## src/rtl/int_ctrl_if.sv

```systemverilog
// -----------------------------------------------------------------------------
// int_ctrl_if: the CPU-side bundle of the interrupt controller.
//   master : CPU / control-unit side. It drives the request, commit and eret
//            strobes and the sequential PC, and it receives the redirect and
//            the status.
//   slave  : the int_ctrl block itself.
// -----------------------------------------------------------------------------
interface int_ctrl_if;
   logic        int_req;      // external request, asynchronous to clk
   logic        inst_valid;   // instruction commits this cycle
   logic        eret;         // eret decoded by the control unit
   logic [31:0] pc_next;      // sequential next PC of committing instruction
   logic        int_code;     // CPU is in interrupt service
   logic        int_take;     // one-cycle redirect to the interrupt vector
   logic        eret_take;    // one-cycle redirect to epc
   logic [31:0] pc_redirect;  // redirect target
   logic [31:0] epc;          // saved return PC
   logic [15:0] int_count;    // number of interrupts taken

   modport master (
      output int_req, inst_valid, eret, pc_next,
      input  int_code, int_take, eret_take, pc_redirect, epc, int_count
   );

   modport slave (
      input  int_req, inst_valid, eret, pc_next,
      output int_code, int_take, eret_take, pc_redirect, epc, int_count
   );
endinterface

```

## src/rtl/int_ctrl.sv

```systemverilog
// -----------------------------------------------------------------------------
// int_ctrl: a single-source, non-nesting interrupt controller for a
// multi-cycle CPU.
//
// The controller synchronises int_req, turns it into an event, and holds that
// event pending until an instruction commits. It then redirects the PC to
// INT_VECTOR and saves the return PC in epc. An eret committed during service
// redirects the PC back to epc. A request that arrives during service is kept
// in a single merged flag and is served right after the eret.
//
// Configuration macro INT_EDGE_EN:
//   defined   - the event is the synchronised rising edge of int_req. A
//               request that stays high gives exactly one interrupt.
//   undefined - level-sensitive. The event is the synchronised level, so a
//               request that is still high at eret re-enters PEND at once.
//
// int_take, eret_take and pc_redirect are combinational from the state and
// the commit strobes. The CPU must act on the redirect in the same cycle that
// the instruction commits.
// -----------------------------------------------------------------------------
module int_ctrl #(
   parameter logic [31:0] INT_VECTOR = 32'h0000_0004
) (
   input  logic      clk,
   input  logic      rst_n,
   int_ctrl_if.slave bus
);

   typedef enum logic [1:0] {
      ST_IDLE    = 2'd0,
      ST_PEND    = 2'd1,
      ST_SERVICE = 2'd2
   } state_e;

   // Synchroniser chain for the asynchronous request.
   logic        s1_q;
   logic        s2_q;
`ifdef INT_EDGE_EN
   logic        s3_q;
`endif

   // Controller state and its next-state values.
   state_e      state_q,     state_d;
   logic        flag_q,      flag_d;
   logic [31:0] epc_q,       epc_d;
   logic [15:0] int_count_q, int_count_d;

   // Decoded event and the combinational redirect outputs.
   logic        req_evt_s;
   logic        int_take_s;
   logic        eret_take_s;
   logic [31:0] pc_redirect_s;

`ifdef INT_EDGE_EN
   // Two-flop synchroniser plus a delay flop, used to detect the rising edge.
   always_ff @(posedge clk or negedge rst_n) begin
      if (!rst_n) begin
         s1_q <= 1'b0;
         s2_q <= 1'b0;
         s3_q <= 1'b0;
      end else begin
         s1_q <= bus.int_req;
         s2_q <= s1_q;
         s3_q <= s2_q;
      end
   end

   // The event is the rising edge of the synchronised request.
   always_comb begin
      req_evt_s = s2_q & ~s3_q;
   end
`else
   // Two-flop synchroniser. The level itself is the event.
   always_ff @(posedge clk or negedge rst_n) begin
      if (!rst_n) begin
         s1_q <= 1'b0;
         s2_q <= 1'b0;
      end else begin
         s1_q <= bus.int_req;
         s2_q <= s1_q;
      end
   end

   // The event is the synchronised request level.
   always_comb begin
      req_evt_s = s2_q;
   end
`endif

   // Next-state logic and redirect decode for the IDLE/PEND/SERVICE machine.
   always_comb begin
      state_d       = state_q;
      flag_d        = flag_q;
      epc_d         = epc_q;
      int_count_d   = int_count_q;
      int_take_s    = 1'b0;
      eret_take_s   = 1'b0;
      pc_redirect_s = 32'h0000_0000;

      case (state_q)
         ST_IDLE: begin
            // An eret in IDLE is ignored.
            if (req_evt_s) begin
               state_d = ST_PEND;
            end else begin
               state_d = ST_IDLE;
            end
         end

         ST_PEND: begin
            // Wait for a committing instruction. There is no timeout, and an
            // eret here is ignored.
            if (bus.inst_valid) begin
               int_take_s    = 1'b1;
               pc_redirect_s = INT_VECTOR;
               epc_d         = bus.pc_next;
               int_count_d   = int_count_q + 16'd1;
               state_d       = ST_SERVICE;
            end else begin
               state_d       = ST_PEND;
            end
         end

         ST_SERVICE: begin
            if (bus.eret && bus.inst_valid) begin
               eret_take_s   = 1'b1;
               pc_redirect_s = epc_q;
               flag_d        = 1'b0;
               // A request merged during service, or one arriving now, is
               // served next.
               if (flag_q || req_evt_s) begin
                  state_d = ST_PEND;
               end else begin
                  state_d = ST_IDLE;
               end
            end else begin
               // No nesting: further events collapse into the single flag.
               flag_d  = flag_q | req_evt_s;
               state_d = ST_SERVICE;
            end
         end

         default: begin
            state_d = ST_IDLE;
            flag_d  = 1'b0;
         end
      endcase
   end

   // Controller state registers. Reset discards any pending or saved context.
   always_ff @(posedge clk or negedge rst_n) begin
      if (!rst_n) begin
         state_q     <= ST_IDLE;
         flag_q      <= 1'b0;
         epc_q       <= 32'h0000_0000;
         int_count_q <= 16'h0000;
      end else begin
         state_q     <= state_d;
         flag_q      <= flag_d;
         epc_q       <= epc_d;
         int_count_q <= int_count_d;
      end
   end

   assign bus.int_code    = (state_q == ST_SERVICE);
   assign bus.int_take    = int_take_s;
   assign bus.eret_take   = eret_take_s;
   assign bus.pc_redirect = pc_redirect_s;
   assign bus.epc         = epc_q;
   assign bus.int_count   = int_count_q;

endmodule

```

## src/flat_wrapper.sv

```systemverilog
// flat-port wrapper written by rule: the top's interface ports become plain ports
module int_ctrl_flat 
#(
   parameter logic [31:0] INT_VECTOR = 32'h0000_0004
)
  (clk, rst_n, bus_int_req, bus_inst_valid, bus_eret, bus_pc_next, bus_int_code, bus_int_take, bus_eret_take, bus_pc_redirect, bus_epc, bus_int_count);
  int_ctrl_if bus_i ();
  input  logic clk;
  input  logic rst_n;
  input wire logic [$bits(bus_i.int_req)-1:0] bus_int_req;
  input wire logic [$bits(bus_i.inst_valid)-1:0] bus_inst_valid;
  input wire logic [$bits(bus_i.eret)-1:0] bus_eret;
  input wire logic [$bits(bus_i.pc_next)-1:0] bus_pc_next;
  output wire logic [$bits(bus_i.int_code)-1:0] bus_int_code;
  output wire logic [$bits(bus_i.int_take)-1:0] bus_int_take;
  output wire logic [$bits(bus_i.eret_take)-1:0] bus_eret_take;
  output wire logic [$bits(bus_i.pc_redirect)-1:0] bus_pc_redirect;
  output wire logic [$bits(bus_i.epc)-1:0] bus_epc;
  output wire logic [$bits(bus_i.int_count)-1:0] bus_int_count;
  assign bus_i.int_req = bus_int_req;
  assign bus_i.inst_valid = bus_inst_valid;
  assign bus_i.eret = bus_eret;
  assign bus_i.pc_next = bus_pc_next;
  assign bus_int_code = bus_i.int_code;
  assign bus_int_take = bus_i.int_take;
  assign bus_eret_take = bus_i.eret_take;
  assign bus_pc_redirect = bus_i.pc_redirect;
  assign bus_epc = bus_i.epc;
  assign bus_int_count = bus_i.int_count;
  int_ctrl #(.INT_VECTOR(INT_VECTOR)) u_core (.clk(clk), .rst_n(rst_n), .bus(bus_i));
endmodule
```

## config.mk

```make
export PLATFORM = sky130hd
export DESIGN_NAME = int_ctrl_flat
export DESIGN_NICKNAME = d
export VERILOG_FILES = /design/src/rtl/int_ctrl_if.sv /design/src/rtl/int_ctrl.sv /design/src/flat_wrapper.sv
export SDC_FILE = /design/constraint.sdc
export NUM_CORES = 1
export LEC_CHECK = 0
export ABC_AREA = 1
export BUFFER_PORTS_ARGS = -buffer_cell sky130_fd_sc_hd__clkbuf_2
export CAP_MARGIN = 10
export CORE_ASPECT_RATIO = 0.8
export CORE_MARGIN = 5
export CORE_UTILIZATION = 46
export CTS_BUF_LIST = sky130_fd_sc_hd__clkbuf_4 sky130_fd_sc_hd__clkbuf_8 sky130_fd_sc_hd__clkbuf_16
export CTS_CLUSTER_SIZE = 40
export DETAILED_ROUTE_END_ITERATION = 8
export HOLD_SLACK_MARGIN = 0.03
export PLACE_DENSITY = 0.91
export SETUP_SLACK_MARGIN = 0.1
export SLEW_MARGIN = 25
export SYNTH_ARGS = -nofsm -noshare
export SYNTH_HDL_FRONTEND = slang
export SYNTH_SLANG_ARGS = --single-unit
export TNS_END_PERCENT = 100
```

## constraint.sdc

```tcl
create_clock -name clk -period 1.55 [get_ports clk]
set_input_delay 0.155 -clock clk [delete_from_list [all_inputs] [get_ports clk]]
set_output_delay 0.155 -clock clk [all_outputs]
set_load 0.005 [all_outputs]
```

Word level (Yosys, flattened, before mapping)
Cells that the tools add are included.
{"block": "word_totals", "register_bits": 53, "latch_bits": 0, "ram_bits": 0, "romBits": 0, "output_inout_bits": 83, "mem_count": 0}
{"block": "classes", "addsub": 1, "multipliers": 0, "div": 0, "order_cmp": 0, "eq_ne": 2, "shifts": 0, "n_mux": 14, "bitwise": 1, "n_reduce_logical": 5}
{"op": "32-bit one-hot mux with 2 select lines", "n": 1}
{"op": "32-bit two-way mux", "n": 1}
{"op": "16-bit by 1-bit adder with 16-bit output, second input constant", "n": 1}
{"op": "1-bit two-way mux", "n": 7}
{"op": "2-bit one-hot mux with 3 select lines", "n": 1}
{"op": "2-bit two-way mux", "n": 2}
{"op": "3-bit two-way mux", "n": 1}
{"op": "2-bit by 1-bit == test with 1-bit output, second input constant", "n": 1}
{"op": "2-bit == test, second input constant", "n": 1}
{"op": "2-bit logical NOT", "n": 1}
{"op": "1-bit one-hot mux with 2 select lines", "n": 1}
{"op": "2-bit AND reduction", "n": 1}
{"op": "2-bit OR reduction", "n": 1}
{"op": "1-bit logical AND", "n": 1}
{"op": "1-bit logical OR", "n": 1}
{"op": "1-bit bitwise OR", "n": 1}

Logic depth before layout (Yosys ltp)
{"block": "depth", "ltp_word": 4, "mapped_depth": 9, "ltp_nobuf": 9}

Worst setup path after synthesis
No wires, ideal clock.
{"block": "synth_timing", "path_type": "register to output", "startpoint": "register u_core.state_q[1]", "endpoint": "output bus_pc_redirect[2]", "t_arrival_ns": 1.234, "path_slack_ns": 0.161, "path_stages_with_launch": 9, "n_path_buf": 2, "cell_sequence": "dfrtp_1 inv_1 ha_1 nand2_4 inv_2 buf_6 buf_6 nand2_1 nand2_1"}
{"block": "synth_between", "elab_chain_cells": 2, "word_cells_on_any_way": 3, "cone_classes": "eq/ne (2); mux (1)"}
{"item": "start, declared", "line_no": "int_ctrl.sv:43", "source": "state_e state_q, state_d;"}
{"item": "start signal, assigned", "line_no": "int_ctrl.sv:158", "source": "state_q <= state_d;"}
{"item": "2-bit == test or 2-bit by 1-bit == test with 1-bit output (tied branches)", "line_no": "int_ctrl.sv:100", "source": "case (state_q)"}
{"item": "32-bit one-hot mux with 2 select lines *", "line_no": "int_ctrl.sv:100"}
{"item": "end, declared", "line_no": "flat_wrapper.sv:17", "source": "output wire logic [$bits(bus_i.pc_redirect)-1:0] bus_pc_redirect;"}
Mark *: on every way between the ends. The rest lies on a longest branch, timed or not.

Worst setup path in the final report
{"block": "layout_timing", "startpoint": "register u_core.state_q[0]", "endpoint": "output bus_pc_redirect[31]"}
Same word-level chain as after synthesis.

==> results summary <==
The run finished, with violations left. The checks that failed: setup timing. In this run the number of cells on the critical path is 7. The total nets after synthesis is 344. The filler cells instantiated in the layout total 403.

The initialized floorplan defines 24 standard-cell rows. The worst setup path is launched from a flop. TritonCTS built the clock tree. The iteration count of the initial detailed-routing pass came out at 4. The worst slew margin relative to its limit came out at 79.6%. The congestion estimate from routability-driven global placement came to 0.851.

The total routing resource utilization after global routing is 19.4%. The number of maximum-capacitance constraint violations came out at 0. The average cell area after synthesis came out at 8.44 sq um. The sum of overflow across all layers after global routing came out at 0. The final instance area came out at 0.00397 sq mm. The number of clock buffers added by TritonCTS is 5. Among all cell types in the netlist, the one instantiated most often is nand2_1. After synthesis, the largest area contributor takes up 52.1% of total cell area. In the routed layout, each cell is associated on average with a via count of 4.77. The tightest hold margin came out at 67.1 ps. The number of antenna violations at the first check in global routing is 0. The standby leakage power came out at 2.15 nW. The signal on the critical path passes through inv_2 -> buf_12 -> ha_4 -> nand2_4 -> buf_12 -> nor2_1 -> clkbuf_2. The clock input transition at the sequential cells of the worst setup and hold paths came out at 90 ps. The maximum achievable frequency is 568 MHz. The most numerous cell type found on the critical path is buf_12. Counting instances, the worst hold path has a depth of 3. The port buffer count came out at 119.

The minimum clock period after layout came out at 1760 ps. The critical path buffer and inverter count is 4. Across all setup checks in the final design, the least slack found is -210 ps. The width of the die came out at 93.2 microns. The final clock period utilization by the worst path came out at 114%. The pin count of the biggest net entering global routing is 54. The count of nets after finishing came out at 491. The setup TNS is -6410 ps. The detailed router finished its first iteration with 86 violations. The share of cells above drive strength 1 came out at 52.6%. The count of nets left with antenna violations after detail routing came out at 0. The kind of cell with the highest combined delay along the critical path is buffers and inverters. For the worst setup path, the data required time is 1390 ps. The H-tree depth is 2. The critical path is of the flop to primary output type.

The number of cells produced by synthesis is 302. The worst vdd rail ir drop came out at 0.855 mV. The areal power density over the cells came out at 1480 mW/mm^2. The die covers 0.00714 sq mm. The maximum fanout count along the critical path came out at 15. Among all flip-flop cells after synthesis, the most frequent one is dfrtp_1.

By area the synthesized netlist is led by dfrtp_1, nand2_1, inv_1. The count of unique library cells instantiated by Yosys is 26. The number of global-route vias before repair came out at 2,480. The overall routed net length came out at 7.16 mm. Counting instances in the post-synthesis netlist gives the leading cell types as nand2_1, dfrtp_1, inv_1. The number of remaining DRC errors is 0. The number of cells on the worst reg-to-reg path came out at 11.

STA classifies the critical path endpoint as a primary output. The initial core utilization came out at 47.1%. The wire length of the first global-routing pass is 11.2 mm.

The area of the mapped netlist came out at 0.00255 sq mm. The instance area at placement came out at 0.00321 sq mm. CTS placed an instance of clkbuf_8 at the clock tree root. Clock latency on the worst-skew pair, taken at its later pin, is 290 ps. In this run, synthesis produced a sequential element count of 53. Setup repair after global routing could not meet its margin everywhere.

The number of setup violations in the final report came out at 42. The number of clock sinks is 53. Summed over all instances, the cell type with the most area after synthesis is dfrtp_1. The sequential-to-total area share from yosys stat is 52.1%. Counting flops with an async set or reset pin after synthesis yields a share of 100%. The standard cell core area is 0.00541 sq mm. The number of enable-type register cells in the synthesized netlist came out at 0. The data arrival time of the critical path is 1610 ps. The sum of net half-perimeters after detailed placement came out at 4.80 mm. The number of buffers between clock root and the deepest sink is 2. The repair_antennas step left the layout with diodes totalling 0. For this design, the slowest cell found on the critical path is dfrtp_1. The number of top-level design ports is 120. The count of pins over their slew limit came to 0. The die extent in y came out at 76.6 microns. The worst slack at placement came out at -14.9 ps.

The synthesis-to-layout area growth is 55.6%. Detailed routing inserted a total of 2,451 vias. Clock skew on the completed layout was measured at 8.01 ps.

The average wire per standard cell is 13.9 microns. The biggest cell delay along the critical path came out at 370 ps. The transition time at the pin with the least slew margin came out at 303 ps. The final hold violation count came out at 0. The tightest min-delay check is of the input pin to flop type. The Yosys step of the flow raised 0 warnings. The sum of internal, switching and leakage power came out at 5.86 mW.
[metrics by stage]
| step | std cells | util (%) |
|---|---|---|
| after detailed placement | 481 | 59.5 |
| after global placement | 481 | 59.5 |
| after CTS | 500 | 66.3 |
| final | 514 | 73.4 |
| after floorplan | 302 | - |
| after global routing | 514 | 73.4 |
[sequential cells by signal, indices dropped and copies added (netlist names)]
| name | flops |
|---|---|
| u_core.req_evt_s | 1 |
| u_core.state_q | 2 |
| u_core.flag_q | 1 |
| u_core.bus.epc | 32 |
| u_core.s1_q | 1 |
| u_core.bus.int_count | 16 |
[where the power goes]
| group | switching, mW | internal, mW |
|---|---|---|
| Combinational | 1.44 | 1.43 |
| Clock | 0.388 | 0.372 |
| Sequential | 0.344 | 1.89 |
[placed cells by master (no fill, tap or decap), types with 2 or more instances in the layout]
| master | instances |
|---|---|
| buf_12 | 7 |
| buf_16 | 2 |
| buf_2 | 12 |
| buf_4 | 11 |
| buf_6 | 5 |
| buf_8 | 2 |
| clkbuf_16 | 3 |
| clkbuf_2 | 106 |
| clkbuf_8 | 6 |
| dfrtp_1 | 53 |
| dlygate4sd3_1 | 2 |
| ha_1 | 2 |
| ha_4 | 3 |
| inv_1 | 47 |
| inv_2 | 3 |
| nand2_1 | 49 |
| nand2_2 | 22 |
| nand2_4 | 5 |
| nand3_1 | 3 |
| nand3_2 | 2 |
| nand4_1 | 3 |
| nor2_1 | 18 |
| nor2_2 | 22 |
| nor2_4 | 6 |
| nor3_1 | 3 |
| o21ai_1 | 19 |
| o21ai_2 | 11 |
| xnor2_1 | 4 |
| xor2_1 | 4 |
[path summary, 6_finish.rpt]
kind                              startpoint                  endpoint  slack (ps)
max                        u_core.state_q[0]       bus_pc_redirect[31]        -210
max reg2reg                u_core.state_q[1]  u_core.bus.int_count[12]        -100
max in group asynchronous              rst_n        u_core.bus.epc[11]         920
min reg2reg                      u_core.s1_q          u_core.req_evt_s         360
min in group asynchronous              rst_n         u_core.bus.epc[0]         370
min                          bus_pc_next[16]        u_core.bus.epc[16]          70
[cells by family after synthesis]
logic type | share of synthesized area (%)
and+or+nand+nor | 24.0
buffers and inverters | 11.3
DFF | 52.1
AOI/OAI and AO/OA | 7.07
xor gates and xnor gates | 3.09
adders and majority gates | 2.46
[area by class of cell]
class	instances	area [sq um]	area share, %
Sequential cell	53	1330	33.4
Multi-Input combinational cell	188	1210	30.6
Timing Repair Buffer	150	1050	26.5
Inverter	51	204	5.14
Clock buffer	7	90.1	2.27
Tap cell	65	81.3	2.05
[worst reg2reg max path, stage by stage, from the launching register on]
cell     delay, ps
dfrtp_1        440
inv_2          110
buf_6          100
ha_4           170
nand2_8         80
buf_8          150
nor2_8         120
nand2_4         90
nor2_4         110
nand3_1         90
nand2_1         70
inv_1           40
[metal layers]
layer	up-vias	global-route usage (%)	part of all wire, %
li1	1210	-	-
met1	1158	24.4	41
met2	79	35.0	52
met3	4	4.15	6.0
met4	0	2.64	0.43
met5	-	0	0
[timing repair]
action,CTS,global route
endpoints found under the setup margin,75,72
hold endpoints to repair,54,0
gates cloned,2,4
hold buffers,2,0
setup buffers,8,10
pin swaps,5,11
resized for setup,35,101
No activity file was read; power rests on OpenSTA's default activity.
